`src/rtl/cc_lane_speed_scheduler.sv`:
```
// Speed counter with level-dependent terminal count; each period tick is shared among lane requesters round-robin.
// Optional build macro CC_LANE_SPEED_SCHEDULER_BURST_EN: a tick grants every requesting lane at once.
module cc_lane_speed_scheduler #(
    parameter int DATAWIDTH  = 23,
    parameter int NUM_LANES  = 4,
    parameter int LEVELWIDTH = 3,
    parameter int PERIOD_L2  = 8480,
    parameter int PERIOD_L4  = 4384,
    parameter int PERIOD_L6  = 2336
) (
    input  logic                  cc_lane_speed_scheduler_CLOCK_50,
    input  logic                  cc_lane_speed_scheduler_RESET_InHigh,
    input  logic                  cc_lane_speed_scheduler_Start_InHigh,
    input  logic                  cc_lane_speed_scheduler_Pause_InHigh,
    input  logic                  cc_lane_speed_scheduler_Stop_InHigh,
    input  logic [LEVELWIDTH-1:0] cc_lane_speed_scheduler_Level_InBUS,
    input  logic [NUM_LANES-1:0]  cc_lane_speed_scheduler_Req_InBUS,
    output logic [NUM_LANES-1:0]  cc_lane_speed_scheduler_Grant_OutBUS,
    output logic                  cc_lane_speed_scheduler_Tick_OutLow,
    output logic [1:0]            cc_lane_speed_scheduler_State_OutBUS,
    output logic [LEVELWIDTH-1:0] cc_lane_speed_scheduler_Level_OutBUS
);

    localparam int PTR_W = (NUM_LANES > 1) ? $clog2(NUM_LANES) : 1;

    typedef enum logic [1:0] {
        ST_IDLE  = 2'b00,
        ST_RUN   = 2'b01,
        ST_PAUSE = 2'b10
    } state_t;

    state_t                state_q, state_d;
    logic [DATAWIDTH-1:0]  cnt_q, cnt_d;
    logic [PTR_W-1:0]      rr_ptr_q, rr_ptr_d;
    logic [LEVELWIDTH-1:0] level_q, level_d;
    logic                  tick_n_q, tick_n_d;
    logic [NUM_LANES-1:0]  grant_q, grant_d;

    logic [DATAWIDTH-1:0]  period_sel;
    logic [NUM_LANES-1:0]  arb_grant;
    logic [PTR_W-1:0]      arb_rr;
    logic                  arb_found;
    int                    arb_idx;

    always_comb begin
        case (level_q)
            LEVELWIDTH'(4): period_sel = DATAWIDTH'(PERIOD_L4);
            LEVELWIDTH'(6): period_sel = DATAWIDTH'(PERIOD_L6);
            default:        period_sel = DATAWIDTH'(PERIOD_L2);
        endcase
    end

`ifdef CC_LANE_SPEED_SCHEDULER_BURST_EN
    always_comb begin
        arb_found = 1'b0;
        arb_idx   = 0;
        arb_grant = cc_lane_speed_scheduler_Req_InBUS;
        arb_rr    = '0;
    end
`else
    // Search upward from rr_ptr with wrap; first requester wins and the pointer moves past it.
    always_comb begin
        arb_grant = '0;
        arb_rr    = rr_ptr_q;
        arb_found = 1'b0;
        arb_idx   = 0;
        for (int i = 0; i < NUM_LANES; i++) begin
            arb_idx = int'(rr_ptr_q) + i;
            if (arb_idx >= NUM_LANES) begin
                arb_idx = arb_idx - NUM_LANES;
            end
            if (!arb_found && cc_lane_speed_scheduler_Req_InBUS[arb_idx]) begin
                arb_found          = 1'b1;
                arb_grant[arb_idx] = 1'b1;
                arb_rr             = (arb_idx == NUM_LANES - 1) ? '0 : PTR_W'(arb_idx + 1);
            end
        end
    end
`endif

    // Pause sampled in RUN freezes the count on that same edge, which also suppresses a coincident match.
    always_comb begin
        state_d  = state_q;
        cnt_d    = cnt_q;
        rr_ptr_d = rr_ptr_q;
        level_d  = level_q;
        tick_n_d = 1'b1;
        grant_d  = '0;
        if (cc_lane_speed_scheduler_Stop_InHigh) begin
            state_d  = ST_IDLE;
            cnt_d    = '0;
            rr_ptr_d = '0;
        end else begin
            case (state_q)
                ST_IDLE: begin
                    cnt_d = '0;
                    if (cc_lane_speed_scheduler_Start_InHigh) begin
                        state_d = ST_RUN;
                        level_d = cc_lane_speed_scheduler_Level_InBUS;
                    end
                end
                ST_RUN: begin
                    if (cc_lane_speed_scheduler_Pause_InHigh) begin
                        state_d = ST_PAUSE;
                    end else if (cnt_q == period_sel) begin
                        cnt_d    = '0;
                        level_d  = cc_lane_speed_scheduler_Level_InBUS;
                        tick_n_d = 1'b0;
                        grant_d  = arb_grant;
                        rr_ptr_d = arb_rr;
                    end else begin
                        cnt_d = cnt_q + 1'b1;
                    end
                end
                ST_PAUSE: begin
                    if (!cc_lane_speed_scheduler_Pause_InHigh) begin
                        state_d = ST_RUN;
                    end
                end
                default: begin
                    state_d = ST_IDLE;
                    cnt_d   = '0;
                end
            endcase
        end
    end

    always_ff @(posedge cc_lane_speed_scheduler_CLOCK_50 or posedge cc_lane_speed_scheduler_RESET_InHigh) begin
        if (cc_lane_speed_scheduler_RESET_InHigh) begin
            state_q  <= ST_IDLE;
            cnt_q    <= '0;
            rr_ptr_q <= '0;
            level_q  <= LEVELWIDTH'(2);
            tick_n_q <= 1'b1;
            grant_q  <= '0;
        end else begin
            state_q  <= state_d;
            cnt_q    <= cnt_d;
            rr_ptr_q <= rr_ptr_d;
            level_q  <= level_d;
            tick_n_q <= tick_n_d;
            grant_q  <= grant_d;
        end
    end

    assign cc_lane_speed_scheduler_Grant_OutBUS = grant_q;
    assign cc_lane_speed_scheduler_Tick_OutLow  = tick_n_q;
    assign cc_lane_speed_scheduler_State_OutBUS = state_q;
    assign cc_lane_speed_scheduler_Level_OutBUS = level_q;

endmodule
```
`config.mk`:
```
export PLATFORM = sky130hd
export DESIGN_NAME = cc_lane_speed_scheduler
export DESIGN_NICKNAME = d
export VERILOG_FILES = /design/src/rtl/cc_lane_speed_scheduler.sv
export SDC_FILE = /design/constraint.sdc
export NUM_CORES = 1
export LEC_CHECK = 0
export CAP_MARGIN = 5
export CORE_ASPECT_RATIO = 2
export CORE_MARGIN = 10
export CORE_UTILIZATION = 35
export DETAILED_ROUTE_END_ITERATION = 16
export GPL_TIMING_DRIVEN = 0
export RECOVER_POWER = 100
export SYNTH_ARGS = -nofsm -noshare
export SYNTH_HDL_FRONTEND = slang
export SYNTH_SLANG_ARGS = --single-unit
```
`constraint.sdc`:
```
create_clock -name cc_lane_speed_scheduler_CLOCK_50 -period 7.07 [get_ports cc_lane_speed_scheduler_CLOCK_50]
set_input_delay 1.7675 -clock cc_lane_speed_scheduler_CLOCK_50 [delete_from_list [all_inputs] [get_ports cc_lane_speed_scheduler_CLOCK_50]]
set_output_delay 1.7675 -clock cc_lane_speed_scheduler_CLOCK_50 [all_outputs]
set_load 0.02 [all_outputs]
```
* Word level (Yosys, flattened, before mapping)
Index checks and enable logic that the tools add are counted.
** Storage, ports and cells
- Bits in latches :: 0
- Input port bits :: 12
- Flip-flop bits (word level) :: 35
- Output and inout bits :: 10
- Word-level logic and storage cells :: 136
- Memories kept :: 0
- RAM bits :: 0
- ROM bits :: 0
** Operators by class
- $mul :: 0
- Muxes and demuxes :: 65
- Shift-type cells :: 0
- Div/mod/pow operators :: 0
- Order comparisons :: 12
- Bitwise operators :: 4
- Eq/ne operators :: 18
- $add $sub $neg :: 12
- Reductions and logical operators :: 19
** Operator list (number)
- $eq A32 B3 Y1 const B :: 4
- $ge A32 B1 Y1 const B :: 4
- $lt A32 B4 Y1 const B :: 4
- $mux W32 :: 4
- $mux W23 :: 3
- $pmux W23 S2 :: 1
- $mux W2 :: 16
- $mux W4 :: 8
- $pmux W14 S2 :: 1
- $add A23 B1 Y23 const B :: 1
- $eq A23 B14 Y1 :: 1
- $mux W1 :: 19
- $ne A3 B3 Y1 const B :: 4
- $or A4 B4 Y4 :: 3
- $sub A3 B3 Y4 const B :: 3
- $ge A3 B3 Y1 const B :: 3
- $mux W3 :: 3
- $add A2 B2 Y2 const B :: 4
- $bmux W1 S2 :: 4
- $demux W1 S2 :: 4
- $ne A2 B2 Y1 const B :: 4
- $logic_and A1 B1 Y1 :: 7
- $add A2 B2 Y3 const B :: 2
- $eq A3 B3 Y1 const B :: 2
- 17 further kinds :: 21

* Longest topological paths before layout
- Depth after elaboration :: 19
- Depth in mapped cells :: 8
- Gate-level depth less buffers :: 7

* Worst setup path before layout
No wires, ideal clock.
- Kind :: input to register
- Start :: input cc_lane_speed_scheduler_Req_InBUS[2]
- End :: register rr_ptr_q[0]
- Data required time :: 6960 ps
- Path slack :: 3604 ps
- Stages on the path :: 5
- Arrival time :: 3355 ps
- Library setup time :: 110 ps
- Path buffers :: 0
- Cells stage by stage :: mux4_2 or2_1 a21o_1 a2111o_1 o41ai_1
** On the way
- Longest elaborated chain between the ends :: 17
- Elaborated cells on any way between the ends :: 30
- Classes of those cells :: 22 x mux; 8 x reduce/logical
** RTL lines
- start: declaration :: RTL line 17 : input logic [NUM_LANES-1:0] cc_lane_speed_scheduler_Req_InBUS,
- $bmux W1 S2 :: RTL line 72 : if (!arb_found && cc_lane_speed_scheduler_Req_InBUS[arb_idx]) begin
- $mux W1 (not written as such) (2 in series) :: RTL line 72
- $mux W1 :: RTL line 72
- $logic_not A1 Y1 :: RTL line 72
- $logic_and A1 B1 Y1 :: RTL line 72
- $mux W1 :: RTL line 72
- $logic_not A1 Y1 :: RTL line 72
- $logic_and A1 B1 Y1 :: RTL line 72
- $mux W1 :: RTL line 72
- $logic_not A1 Y1 :: RTL line 72
- $logic_and A1 B1 Y1 :: RTL line 72
- $mux W2 :: RTL line 72
- $mux W2 :: RTL line 105 : end else if (cnt_q == period_sel) begin
- $mux W2 :: RTL line 103 : if (cc_lane_speed_scheduler_Pause_InHigh) begin
- $mux W2 :: RTL line 94 : case (state_q)
- $mux W2 :: RTL line 89 : if (cc_lane_speed_scheduler_Stop_InHigh) begin
- end signal: assignment :: RTL line 139 : rr_ptr_q <= rr_ptr_d;
- end: declaration :: RTL line 34 : logic [PTR_W-1:0] rr_ptr_q, rr_ptr_d;
Parallel ways exist; a longest one is shown, timed or not. The select of a mux whose other input is x is not followed.
A chain may end at the register's enable or synchronous reset.

* Final worst setup path
- Start :: input cc_lane_speed_scheduler_Pause_InHigh
- End :: register cnt_q[10]
** On the way
- Longest elaborated chain between the ends :: 2
** RTL lines
- start: declaration :: RTL line 14 : input logic cc_lane_speed_scheduler_Pause_InHigh,
- $ne A3 B3 Y1 (no line)
- $reduce_and A2 Y1 (no line)
- end signal: assignment :: RTL line 138 : cnt_q <= cnt_d;
- end: declaration :: RTL line 33 : logic [DATAWIDTH-1:0] cnt_q, cnt_d;
No other way between the ends.

==> results.txt <==
In the final layout, the share of cells above drive strength 1 is 5.415%. Summed over all cells, the static leakage comes to 1.041 nW. Across the run, the number of max-cap violations was 0. The tools report the first-pass detailed-route iteration total as 4.

The via count of the first global-routing pass was 2062. The logs give 10300 sq um for the area enclosed by the die boundary and 0 for the final number of max-transition violations. dfrtp_1 takes more of the synthesized area than any other cell.

The worst setup path is launched from an input pin. By area the synthesized netlist is led by dfrtp_1, mux4_2, a22o_1. The largest voltage drop on the vdd net is 0.1318 mV, and the sum of routed wire length over all layers is 6.034 mm. The worst setup path is of the in2reg kind. Adding up every negative setup slack in the final design gives 0 ns. The number of ports placed on the die boundary is 22.

Synthesis handed over a netlist of 248 instances. The longest clock path from root to sink contains 2 buffers. The tools report the global routing usage summed across all routing layers as 12.17%. The run gives 0 as the post-CTS repair timing setup buffer count. The average instance in the mapped netlist occupies 9.152 sq um.

The sequential element share of the synthesized area is 38.70%, and the signal arrival time at the worst endpoint is 4.28 ns. For this run, the number of Yosys warnings is 0. For this configuration, the core starts out at a cell density of 35.97%. The final hold slack was 0.5185 ns. The path category of the worst min-delay check is reg2reg. Entering global routing, the biggest net connects 36 pins. The logs give 0 for the final antenna diode count and 0 for the number of hold-repair buffers added at the cts stage. Measured along the y axis, the die boundary spans 133.9 um.

Measured against its own limit, the worst slew margin works out to 10.23%. The total congestion overflow is 0, and the proportion of netlist area held by the largest area contributor is 36.38%. The routed layout has 1995 vias.

The maximum net fanout on the critical path was 10; the flip-flop and latch area was 878.3 sq um. The hold violation count in the final report is 0. The run finished with clean final reports. Timing would allow up to 245.4 MHz. Counting flops and latches in the post-synthesis netlist gives 35. The tools report the kind of end point of the critical path as a flop. After detailed routing, the average wire length per cell comes to 16.62 um. The run gives 0 as the remaining antenna violation count after routing.

The tools report the DRC violation count after routing as 0. Clock-pin slew was measured on the worst setup and hold paths at 0.06 ns. The number of clock sinks seen by CTS came out at 35. In this run, synthesis inferred 0 flip-flops with an integrated enable. In the final layout, the multi-input gates occupy 1287 sq um.

Once placement finished, the instance area stood at 2587 sq um. Routability-driven placement finished with a final weighted congestion of 0.8234. The final HPWL from detailed placement was 4.555 mm; the width of the die was 76.94 um.

In this run the clock root is driven by a clkbuf_16. At the pin with the least slew margin, the transition time is 1.345 ns. For the net count after synthesis, the log shows 266. The core footprint is 6310 sq um, and the number of rows in the core area is 41. Counting the buffers created by CTS gives 5. The DRC marker count from the first detailed-route iteration is 111, and the post-cts resize count is 0.

Of the available clock period, the critical path in the final layout requires 57.65%. After synthesis, the share of flip-flops with an asynchronous set or reset is 100.0%. For this run, the post-layout net count is 294. The count of buffers inserted at the top-level ports works out to 21. Setup repair after global routing left no endpoint under its margin. The most used flip-flop cell after synthesis is dfrtp_1. The first global-routing pass estimated 10.10 mm of wire. Power spread over the standard cell area amounts to 182.5 nW/um^2. The number of H-tree levels is 2, and the initial antenna violation count is 0.

The post-synthesis to final-layout area growth came out at 20.84%. After synthesis the cells add up to 2270 sq um. The number of distinct library cells after synthesis was 49; the via density per instance was 5.496. The clock arrives with 0.006143 ns of skew. The later pin in the worst-skew pair is clocked with a latency of 0.29 ns. Setup violations remaining at the end of the flow were counted as 0. Measured on the finished design, the core utilization comes to 43.47%. STA puts the critical path data required time at 7.27 ns.

TritonCTS built the clock tree. With fillers left out, the area of the finished cells amounts to 2743 sq um. The smallest clock period supported by the final layout is computed as 4.076 ns. After filler insertion, the fill cell instance count of the layout stands at 652.
worst paths after layout:
path	from	to	slack (ns)	cells past startpoint
max reg2reg	rr_ptr_q[0]	cc_lane_speed_scheduler_Grant_OutBUS[0]	4.00	8
max	cc_lane_speed_scheduler_Pause_InHigh	cnt_q[10]	2.99	7
max in group asynchronous	cc_lane_speed_scheduler_RESET_InHigh	cc_lane_speed_scheduler_Level_OutBUS[0]	3.96	2
min reg2reg	cc_lane_speed_scheduler_Level_OutBUS[2]	cc_lane_speed_scheduler_Level_OutBUS[2]	0.52	1
min	cc_lane_speed_scheduler_Level_OutBUS[2]	cc_lane_speed_scheduler_Level_OutBUS[2]	0.52	1
min in group asynchronous	cc_lane_speed_scheduler_RESET_InHigh	cnt_q[0]	2.30	2
through the flow:
step,instances,total power [mW],setup slack (ns)
6_report,363,0.5006,2.994
3_3_place_gp,355,0.2727,2.847
3_5_place_dp,355,0.2732,2.855
2_1_floorplan,248,0.2470,3.604
4_1_cts,363,0.5076,3.142
5_1_grt,363,0.5170,2.867
worst max-delay path, cell delays in order:
cell and delay [ns]:
dlygate4sd3_1 0.59, or3b_1 0.38, clkbuf_1 0.17, nor2_1 0.55, clkbuf_1 0.46, a31oi_1 0.16, o22ai_1 0.19
layer usage:
metal | vias up | part of all wire (%) | track usage, %
met2 | 32 | 60 | 23.99
met3 | 8 | 1.7 | 1.205
met5 | - | 0 | 0
met1 | 969 | 35 | 11.56
li1 | 986 | - | -
met4 | 0 | 2.9 | 7.173
layout make-up:
cell class,instances,area share [%]
flip-flops and latches,35,32.03
multi-input cells,186,46.94
clock buffers,8,5.703
well taps,86,3.923
repair buffers,21,7.664
plain buffers,14,1.962
inverters,13,1.779
registers in the layout, summed over array words and instances (netlist names):
register / count
cc_lane_speed_scheduler_Grant_OutBUS: 4
cc_lane_speed_scheduler_Level_OutBUS: 3
cc_lane_speed_scheduler_State_OutBUS: 2
cc_lane_speed_scheduler_Tick_OutLow: 1
cnt_q: 23
rr_ptr_q: 2
report_power, final:
part / leakage, nW / switching, mW / internal, mW / total, mW
Combinational: 0.487 / 0.0310 / 0.0237 / 0.0547
Sequential: 0.476 / 0.00470 / 0.206 / 0.211
Clock: 0.0772 / 0.0847 / 0.150 / 0.235
synth_stat cells, types with 2 or more instances:
master,count
dfrtp_1,33
nand2_1,21
nor2_1,17
nand3_1,15
inv_1,13
clkbuf_1,12
nand4_1,11
a21oi_1,9
a22o_1,9
a31oi_1,9
o21ai_1,8
and3_1,6
ha_1,6
xor2_1,6
mux2i_1,5
a22oi_1,4
a31o_1,4
mux4_2,4
nand2b_1,4
o22ai_1,4
mux2_1,3
or4b_1,3
xnor2_1,3
a2111o_1,2
a211o_1,2
and4_1,2
buf_2,2
dfstp_2,2
nand3b_1,2
nor2b_1,2
nor3_1,2
nor3b_1,2
nor4_1,2
o21ai_0,2
or3_1,2
or3b_1,2
placed cells by master, fill, tap and decap left out, types with 3 or more instances in the layout:
| master | synthesis | routed |
|---|---|---|
| ha_1 | 6 | 6 |
| mux2_1 | 3 | 3 |
| mux2i_1 | 5 | 5 |
| nand2b_1 | 4 | 4 |
| dlygate4sd3_1 | 0 | 14 |
| inv_1 | 13 | 13 |
| xor2_1 | 6 | 6 |
| clkdlybuf4s50_1 | 0 | 7 |
| nand4_1 | 11 | 11 |
| a31o_1 | 4 | 4 |
| or4b_1 | 3 | 3 |
| xnor2_1 | 3 | 3 |
| clkbuf_16 | 0 | 5 |
| a31oi_1 | 9 | 9 |
| o21ai_0 | 2 | 10 |
| nand3_1 | 15 | 15 |
| nand2_1 | 21 | 21 |
| a21oi_1 | 9 | 9 |
| a22oi_1 | 4 | 4 |
| nor2_1 | 17 | 17 |
| dfrtp_1 | 33 | 33 |
| a22o_1 | 9 | 9 |
| and3_1 | 6 | 6 |
| clkbuf_1 | 12 | 14 |
| o22ai_1 | 4 | 4 |
| mux4_2 | 4 | 4 |
kinds of logic after synthesis:
kind of cell / count (synthesis) / synth area share [%]
adders and majority gates: 6 / 3.308
xor gates and xnor gates: 9 / 3.473
AOI/OAI and AO/OA: 61 / 18.80
muxes: 12 / 7.663
and+or+nand+nor: 98 / 23.48
DFF: 35 / 38.70
buffers and inverters: 27 / 4.576
Note: power is estimated with default switching activity, not from simulation.
